$ cat src/rtl/lookahead_divider.sv
// 8-bit unsigned restoring divider, one quotient bit per clock, MSB first.
// Each trial subtraction is a 9-bit carry-lookahead add of the shifted remainder and ~divisor.
module lookahead_divider (
  input  logic       clk,
  input  logic       rst_n,
  input  logic       start,
  input  logic [7:0] dividend,
  input  logic [7:0] divisor,
  output logic       busy,
  output logic       done,
  output logic [7:0] quotient,
  output logic [7:0] remainder,
  output logic       div_by_zero
);

  localparam logic [1:0] IDLE = 2'd0;
  localparam logic [1:0] RUN  = 2'd1;
  localparam logic [1:0] DONE = 2'd2;

  logic [1:0] state;
  logic [2:0] cnt;
  logic [8:0] r;
  logic [7:0] a, b, qw;

  logic [8:0] t, y, g, p, diff;
  logic [9:0] c;
  logic       cout;

  // t - divisor as t + ~divisor + 1; carry-out set means t >= divisor
  always_comb begin
    t    = {r[7:0], a[3'd7 - cnt]};
    y    = ~{1'b0, b};
    g    = t & y;
    p    = t ^ y;
    c    = '0;
    c[0] = 1'b1;
    for (int i = 0; i < 9; i++) c[i+1] = g[i] | (p[i] & c[i]);
    diff = p ^ c[8:0];
    cout = c[9];
  end

  assign busy = (state == RUN);
  assign done = (state == DONE);

  always_ff @(posedge clk or negedge rst_n) begin
    if (!rst_n) begin
      state       <= IDLE;
      cnt         <= '0;
      r           <= '0;
      a           <= '0;
      b           <= '0;
      qw          <= '0;
      quotient    <= '0;
      remainder   <= '0;
      div_by_zero <= 1'b0;
    end else begin
      case (state)
        IDLE, DONE: begin
          if (start) begin
            a   <= dividend;
            b   <= divisor;
            r   <= '0;
            cnt <= '0;
            qw  <= '0;
            if (divisor == 8'd0) begin
              quotient    <= 8'hFF;
              remainder   <= dividend;
              div_by_zero <= 1'b1;
              state       <= DONE;
            end else begin
              state <= RUN;
            end
          end else begin
            state <= IDLE;
          end
        end
        RUN: begin
          r   <= cout ? diff : t;
          qw  <= {qw[6:0], cout};
          cnt <= cnt + 3'd1;
          if (cnt == 3'd7) begin
            quotient    <= {qw[6:0], cout};
            remainder   <= cout ? diff[7:0] : t[7:0];
            div_by_zero <= 1'b0;
            state       <= DONE;
          end
        end
        default: state <= IDLE;
      endcase
    end
  end

endmodule
$ cat config.mk
export PLATFORM = sky130hd
export DESIGN_NAME = lookahead_divider
export DESIGN_NICKNAME = d
export VERILOG_FILES = /design/src/rtl/lookahead_divider.sv
export SDC_FILE = /design/constraint.sdc
export NUM_CORES = 1
export LEC_CHECK = 0
export CAP_MARGIN = 15
export CORE_AREA = 4 4 55 95
export CTS_BUF_LIST = sky130_fd_sc_hd__clkbuf_16
export CTS_CLUSTER_SIZE = 40
export DETAILED_ROUTE_END_ITERATION = 10
export DIE_AREA = 0 0 59 99
export GPL_ROUTABILITY_DRIVEN = 0
export GPL_TIMING_DRIVEN = 0
export PLACE_DENSITY = 0.82
export SLEW_MARGIN = 40
export SYNTH_ARGS = -nofsm -noshare
export SYNTH_HDL_FRONTEND = slang
export SYNTH_SLANG_ARGS = --single-unit
$ cat constraint.sdc
create_clock -name clk -period 9.1 [get_ports clk]
set_input_delay 0.91 -clock clk [delete_from_list [all_inputs] [get_ports clk]]
set_output_delay 0.91 -clock clk [all_outputs]
set_load 0.1 [all_outputs]
==> results of run 1 <==
[through the flow]
step / setup WS, ns / utilization, % / hold slack [ns] / std cells
2_1_floorplan: 4.18 / - / 0.447 / 213
3_3_place_gp: 3.77 / 65.9 / 0.459 / 301
3_5_place_dp: 3.71 / 64.2 / 0.461 / 302
4_1_cts: 3.65 / 67.8 / 0.471 / 309
5_1_grt: 3.40 / 67.8 / 0.476 / 309
6_report: 3.61 / 67.8 / 0.467 / 309
[critical path, delay by kind of cell, from the launching register on]
kind,cells,cell delay (ns)
AO/OA/AOI/OAI,2,0.49
adder cells (fa/ha/maj),8,3.05
flip-flops,1,0.40
AND/OR/NAND/NOR,1,0.08
buffers and inverters,3,0.74
multiplexers,2,0.61
[logic make-up (layout without fill, tap and decap cells)]
| group | after synthesis | in the layout |
|---|---|---|
| adder cells (fa/ha/maj) | 10 | 10 |
| AO/OA/AOI/OAI | 43 | 43 |
| AND/OR/NAND/NOR | 58 | 58 |
| flip-flops | 53 | 53 |
| buffers and inverters | 26 | 71 |
| multiplexers | 23 | 23 |
[path summary, 6_finish.rpt]
kind | start | endpoint | slack, ns | cells after the start
min reg2reg | remainder[6] | remainder[6] | 0.47 | 1
min | rst_n | b[1] | 0.47 | 1
max | cnt[0] | remainder[3] | 3.61 | 16
min in group clk | remainder[6] | remainder[6] | 0.47 | 1
max in group asynchronous | rst_n | quotient[1] | 8.18 | 2
max reg2reg | cnt[0] | remainder[3] | 3.61 | 16
[flip-flops by register name, summed over array words and instances, names as in the netlist]
| signal | count |
|---|---|
| quotient | 8 |
| div_by_zero | 1 |
| state | 2 |
| b | 8 |
| r | 8 |
| a | 8 |
| cnt | 3 |
| qw | 7 |
| remainder | 8 |
[synthesized netlist by cell type (all sizes together)]
library cell,n
dfrtp,53
nand2,24
a21oi,18
mux2,17
nor2,15
inv,12
a22o,8
buf,7
clkbuf,7
fa,7
a221o,5
and2,5
mux2i,5
o21ai,5
nor3,4
ha,3
nand2b,3
a21o,2
nor2b,2
nor4,2
a211oi,1
a2bb2oi,1
a31oi,1
and3,1
and3b,1
mux4,1
nand3,1
o211ai,1
o221a,1
[layer usage]
metal | wire length [µm] | global-route usage (%) | vias to the layer above
li1 | - | - | 820
met1 | 2040 | 24.7 | 888
met2 | 2930 | 34.7 | 43
met3 | 187 | 3.80 | 10
met4 | 122 | 7.50 | 0
met5 | 0 | 0 | -
[layout make-up]
cell class	instances	share of cell area, %
Sequential cell	53	44.4
Timing Repair Buffer	38	9.80
Clock buffer	5	4.19
Clock inverter	2	1.17
Buffer	14	2.22
Inverter	12	1.51
Multi-Input combinational cell	134	34.6
Tap cell	51	2.14
==> results_dict.tcl, run 1 <==
set metrics [dict create \
    die_h_um 99 \
    wl_per_cell_um 17.1 \
    drtAntennaViolNets 0 \
    crit_path_max_incr_delay_ns 0.50 \
    required_ns 9.27 \
    finClkSkew_ns 0.00622 \
    synthTopCellsByArea "dfrtp_1 (54%), mux2_2 (7.8%), fa_1 (5.7%), a21oi_1 (3.6%), nand2_1 (3.6%)" \
    grt_setup_unrepaired "no" \
    cp_common_cell "fa_1" \
    max_freq_ghz 0.182 \
    cts_buffer_depth 2 \
    synth_top_area_share_pct 53.7 \
    hold_violations 0 \
    yosys.area_share.simple_pct 11.8 \
    layout.nets 287 \
    clk_pin_slew_ns 0.06 \
    setup.worst_path.class "flop to flop" \
    syn_inst 213 \
    post_cts_buffers 0 \
    dieArea_um2 5840 \
    setup_violations 0 \
    area_growth_pct 20.9 \
    grt_pass1_vias 1796 \
    synth_area_per_cell_um2 11.6 \
    synth_mux_area_share_pct 10.7 \
    multi_input_area_um2 1030 \
    antenna_found_initial 0 \
    core_um2 4400 \
    vias_per_cell 5.70 \
    slowest_stage "mux4_2" \
    worst_ep_arrival_time_ns 5.66 \
    synth_xor_area_share_pct 0 \
    final-seq-area_um2 1330 \
    status "finished clean" \
    cts-buffers-inserted 5 \
    syn-cell-area_um2 2470 \
    htreeDepth 2 \
    cts_root_buf "clkbuf_16" \
    synth_top_family_by_area "compound AO/OA/AOI/OAI gates" \
    grt_max_degree 40 \
    final_common_cell "dfrtp_1" \
    crit_path_start_kind "flop" \
    vias 1761 \
    routed_wl_um 5280 \
    cap_violations 0 \
    worstSkewPairLatency_ns 0.29 \
    fin_tns_setup_ns 0 \
    yosysSeqAreaShare_pct 53.7 \
    cts_tree "done" \
    hold_class "input pin to asynchronous set/reset pin" \
    track_usage_pct 20.3 \
    synth_compound_area_share_pct 12.1 \
    dpl.hpwl_um 3890 \
    port-buffer-count 37 \
    yosys_register_bits 53 \
    drt_iter0_drc 51 \
    synth_fa_ha_area_share_pct 7.19 \
    syn_nets 242 \
    start_util_pct 56.1 \
    tightest_slew_ns 0.557 \
    yosysTopAreaCell "dfrtp_1" \
    post_route_cells_drive_above_1_share_pct 22.1 \
    overflow 0 \
    layout_common_cells "dfrtp_1 (53), nand2_1 (24), buf_2 (24)" \
    min_period_over_period_pct 60.3 \
    ctsHoldBuffers 0 \
    endpoint_kind "flop" \
    worstPathCellList "buf_6, mux2i_1, mux4_2, ha_1, fa_1, fa_1, fa_1, fa_1, fa_1, fa_1, fa_1, nand2b_1, clkbuf_1, buf_2, a21oi_1, a221o_1" \
    post_dp_cell_area_um2 2830 \
    io_pins 38 \
    drv_slew 0 \
    layout_min_cycle_time_ns 5.49 \
    crit_fanout 10 \
    die_w_um 59 \
    post-route-drc-count 0 \
    grt_pass1_wl_um 8890 \
    cts_resized 0 \
    synth_cell_types 32 \
    maxSlewHeadroom_pct 62.8 \
    num_antenna_cells 0 \
    finalInstanceArea_um2 2990 \
    clock-sinks 53 \
    yosys_warnings 0 \
    num_rows 32 \
    n_fill_cell 331 \
    drtPass1Iterations 4 \
]
Power of run 1 is not shown: default switching activity piles up to over one toggle a cycle in this logic, so the estimate is an artifact.
==> run 2: changes to the inputs <==
CORE_AREA = 4 4 60 102   (was 4 4 55 95)
DIE_AREA = 0 0 64 106   (was 0 0 59 99)
PLACE_DENSITY = 0.74   (was 0.82)
clock period = 4.6 ns   (was 9.1 ns; I/O delays follow)
==> run 2 against run 1 <==
  * The flow now finishes with violations (negative setup slack)
  * Clock-buffer cell count unchanged
  * Global-route usage shrank 3.3 points
  * Sequential share of layout area is 2.3 points lower
  * Die area increased by 16%
  * Largest cell class unchanged
==> results_dict.tcl, run 2 (synthesis results as in run 1) <==
set metrics [dict create \
    hold_violations 0 \
    vias 1757 \
    clock-sinks 53 \
    final-seq-area_um2 1330 \
    post-route-drc-count 0 \
    clk_pin_slew_ns 0.07 \
    fin_ws_ns -0.106 \
    setup.worst_path.class "flop to flop" \
    post-route-util_pct 59.5 \
    violations "negative setup slack" \
    overflow 0 \
    min_period_over_period_pct 102 \
    finClkSkew_ns 0.00420 \
    maxSlewHeadroom_pct 62.2 \
    grt_setup_unrepaired "yes" \
    final_common_cell "dfrtp_1" \
    grt_pass1_vias 1867 \
    drv_slew 0 \
    routed_wl_um 5410 \
    dieArea_um2 6780 \
    grt_pass1_wl_um 8800 \
    required_ns 4.83 \
    die_h_um 106 \
    dpl.hpwl_um 3900 \
    worst_ep_arrival_time_ns 4.94 \
    max_freq_ghz 0.212 \
    antenna_found_initial 0 \
    die_w_um 64 \
    num_rows 35 \
    drtAntennaViolNets 0 \
    cts_tree "done" \
    post_route_cells_drive_above_1_share_pct 29.7 \
    cts_buffer_depth 2 \
    io_pins 38 \
    crit_path_start_kind "flop" \
    n_fill_cell 442 \
    crit_fanout 5 \
    htreeDepth 2 \
    multi_input_area_um2 1120 \
    layout_common_cells "dfrtp_1 (53), nand2_1 (24), buf_2 (23)" \
    wl_per_cell_um 15.9 \
    pre_cts_ws_ns -0.331 \
    worstSkewPairLatency_ns 0.28 \
    layout_min_cycle_time_ns 4.71 \
    num_antenna_cells 0 \
    ctsHoldBuffers 0 \
    drt_iter0_drc 69 \
    cts-buffers-inserted 5 \
    layout.nets 294 \
    track_usage_pct 16.9 \
    vias_per_cell 5.17 \
    hold_class "input pin to asynchronous set/reset pin" \
    cts_root_buf "clkbuf_16" \
    drtPass1Iterations 4 \
    tightest_slew_ns 0.567 \
    cap_violations 0 \
    area_growth_pct 27.7 \
    grt_max_degree 34 \
    status "finished with violations" \
    endpoint_kind "flop" \
    start_util_pct 46.6 \
    port-buffer-count 37 \
    core_um2 5300 \
    setup_violations 11 \
]
## run 2: changes by cell type in the layout (fill, tap and decap cells not counted), moves of 2 or more
cell	before	now
a21oi_1	18	13
a21oi_2	0	3
a21oi_4	0	2
buf_4	1	8
fa_1	7	0
fa_2	0	7
inv_1	12	14
## run 2: metrics by stage
| step | instances | TNS, ns | hold WS [ns] | cell area [µm²] |
|---|---|---|---|---|
| global placement | 324 | -3.44 | 0.463 | 2960 |
| CTS | 338 | -0.699 | 0.0614 | 3120 |
| finish | 340 | -0.841 | 0.0548 | 3150 |
| floorplan | 213 | 0 | 0.164 | 2500 |
| global route | 340 | -2.50 | 0.0760 | 3150 |
| detailed placement | 325 | -3.83 | 0.362 | 2880 |
## run 2: worst paths after layout
check | to | cells after the start | slack, ns | from
worst max register to register | remainder[6] | 16 | -0.11 | cnt[0]
max in group asynchronous | r[4] | 2 | 4.09 | rst_n
min in group clk | r[5] | 2 | 0.47 | r[5]
worst min-delay path | b[4] | 1 | 0.05 | rst_n
worst max-delay path | remainder[6] | 16 | -0.11 | cnt[0]
worst min register to register | r[5] | 2 | 0.47 | r[5]
## run 2: worst max-delay path, cell delays in order, from the launching register on
cell and delay, ns:
dfrtp_1 0.40, buf_6 0.14, mux2i_1 0.11, mux4_2 0.52, ha_4 0.18, fa_2 0.35
fa_2 0.35, fa_2 0.36, fa_2 0.35, fa_2 0.35, fa_2 0.35, fa_2 0.33
nand2b_1 0.09, clkbuf_8 0.15, mux2_4 0.30, a211oi_2 0.21, a21o_1 0.10
## run 2: cell type report
class	count	area share, %
Sequential cell	53	42.1
Multi-Input combinational cell	134	35.4
Timing Repair Buffer	45	11.0
Clock buffer	5	3.97
Tap cell	74	2.94
Buffer	14	2.74
Inverter	12	1.43
Clock inverter	3	0.476
## run 2: per-layer routing
layer  wire length, µm  global-route usage [%]  vias up
li1                  -                       -      831
met3               219                    2.85        6
met2              3030                    31.7       40
met5                 0                       0        -
met4                73                    5.41        0
met1              2080                    19.0      880
## run 2: timing repair
action                                  in CTS  in global routing
buffers inserted                             5                  2
endpoints found under the setup margin      18                 16
pin swaps                                    3                  0
gates resized for setup                     12                  4
Power of run 2 is left out for the same reason.
==> run 3: changes to the inputs <==
CORE_AREA = 4 4 66 113   (was 4 4 60 102)
DIE_AREA = 0 0 70 117   (was 0 0 64 106)
PLACE_DENSITY = 0.62   (was 0.74)
RECOVER_POWER = 50   (was default)
==> run 3 against run 2 <==
  * Maximum frequency shrank 1.5%
  * Clock skew grew 0.00095 ns
  * Global-route usage down 1.9 points
  * First-iteration DRC count increased by 67%
  * The flow finishes with violations (max-capacitance violations, max-slew violations, negative setup slack)
  * Via count is 0.74% higher
  * Cell area rose by 3.2%
  * Largest cell class unchanged
  * Utilization decreased by 9.8 points
==> results_dict.tcl, run 3 (synthesis results as in run 1) <==
set metrics [dict create \
    worstPathCellList "buf_6, mux2i_1, mux4_2, ha_4, fa_2, fa_2, fa_2, fa_2, fa_2, fa_2, fa_2, nand2b_1, buf_8, buf_8, mux2i_4, o221a_2" \
    violations "max-capacitance violations, max-slew violations, negative setup slack" \
    finClkSkew_ns 0.00515 \
    routed_wl_um 5840 \
    vias 1770 \
    post_dp_cell_area_um2 2900 \
    cts_buffer_depth 2 \
    post-route-util_pct 49.8 \
    fin_tns_setup_ns -1.13 \
    layout_common_cells "dfrtp_1 (53), buf_2 (22), nand2_1 (21)" \
    min_period_over_period_pct 104 \
    crit_fanout 6 \
    pre_cts_ws_ns -0.371 \
    grt_pass1_wl_um 9450 \
    drtAntennaViolNets 0 \
    num_antenna_cells 0 \
    crit_path_start_kind "flop" \
    grt_pass1_vias 1875 \
    crit_path_max_incr_delay_ns 0.53 \
    num_rows 39 \
    clock-sinks 53 \
    core_um2 6540 \
    die_w_um 70 \
    overflow 0 \
    hold_class "flop to flop" \
    grt_setup_unrepaired "yes" \
    drt_iter0_drc 115 \
    required_ns 4.83 \
    post-route-drc-count 0 \
    drv_slew 44 \
    htreeDepth 2 \
    worst_ep_arrival_time_ns 5.01 \
    finalInstanceArea_um2 3250 \
    endpoint_kind "flop" \
    antenna_found_initial 0 \
    wl_per_cell_um 16.7 \
    setup.worst_path.class "flop to flop" \
    dpl.hpwl_um 4170 \
    worstSkewPairLatency_ns 0.29 \
    area_growth_pct 31.7 \
    layout_min_cycle_time_ns 4.78 \
    slowest_stage "mux4_2" \
    clk_pin_slew_ns 0.07 \
    tightest_slew_ns 2.30 \
    die_h_um 117 \
    port-buffer-count 37 \
    post_route_cells_drive_above_1_share_pct 31.5 \
    track_usage_pct 15.1 \
    cp_common_cell "fa_2" \
    cts_root_buf "clkbuf_16" \
    io_pins 38 \
    grt_max_degree 44 \
    drtPass1Iterations 4 \
    layout.nets 295 \
    dieArea_um2 8190 \
    vias_per_cell 5.07 \
    status "finished with violations" \
    cap_violations 1 \
    hold_violations 0 \
    multi_input_area_um2 1150 \
    max_freq_ghz 0.209 \
    n_fill_cell 625 \
    final_common_cell "dfrtp_1" \
    final-seq-area_um2 1330 \
    fin_ws_ns -0.177 \
    cts-buffers-inserted 5 \
    setup_violations 12 \
    start_util_pct 37.8 \
    cts_tree "done" \
    maxSlewHeadroom_pct -53.4 \
]
-- run 3: cell types whose count changed in the layout (fill, tap and decap cells not counted), moves of 2 or more --
cell,before,now
a21oi_4,2,4
nor2_2,0,3
buf_4,8,4
bufinv_16,0,2
nand2_2,0,3
buf_6,1,3
nand2_1,24,21
a21oi_2,3,1
nor2_1,15,12
inv_1,14,12
clkbuf_1,6,9
-- run 3: area by class of cell --
| class | instances | share of cell area, % |
|---|---|---|
| plain buffers | 14 | 2.65 |
| clock inverters | 3 | 2.00 |
| flip-flops and latches | 53 | 40.8 |
| clock buffers | 5 | 3.85 |
| repair buffers | 46 | 10.9 |
| inverters | 12 | 1.38 |
| well taps | 82 | 3.15 |
| multi-input cells | 134 | 35.3 |
-- run 3: timing repair --
item / CTS / global route
pin swaps: 5 / 2
cloned: 1 / 0
gates resized for setup: 22 / 7
hold buffers: 1 / 0
buffers inserted: 6 / 2
hold endpoints to repair: 3 / 0
endpoints found under the setup margin: 17 / 18
-- run 3: final timing paths --
| check | from | end | slack, ns | cells past startpoint |
|---|---|---|---|---|
| setup / recovery | cnt[0] | remainder[0] | -0.18 | 16 |
| hold reg to reg | div_by_zero | div_by_zero | 0.48 | 2 |
| setup reg to reg | cnt[0] | remainder[0] | -0.18 | 16 |
| max in group asynchronous | rst_n | b[6] | 1.37 | 3 |
| hold / removal | div_by_zero | div_by_zero | 0.48 | 2 |
| min in group asynchronous | rst_n | quotient[7] | 0.67 | 2 |
-- run 3: routing by layer --
metal | global-route usage [%] | share of wire (%) | wire length (µm)
met1 | 17.1 | 39 | 2290
met2 | 27.5 | 53 | 3100
met3 | 2.05 | 3.2 | 187
met4 | 7.80 | 4.4 | 255
met5 | 0 | 0 | 0
-- run 3: critical path: cells and delay by family, from the launching register on --
family	cells	cell delay, ns
fa+ha+maj	8	2.65
buf+inv	3	0.43
simple gates	1	0.11
flops	1	0.40
compound gates	1	0.22
mux	3	0.92
-- run 3: through the flow --
| step | hold slack (ns) | cells |
|---|---|---|
| 2_1_floorplan | 0.164 | 213 |
| 3_3_place_gp | 0.461 | 332 |
| 3_5_place_dp | 0.315 | 333 |
| 4_1_cts | 0.480 | 349 |
| 5_1_grt | 0.505 | 349 |
| 6_report | 0.476 | 349 |
Power of run 3 is left out for the same reason.
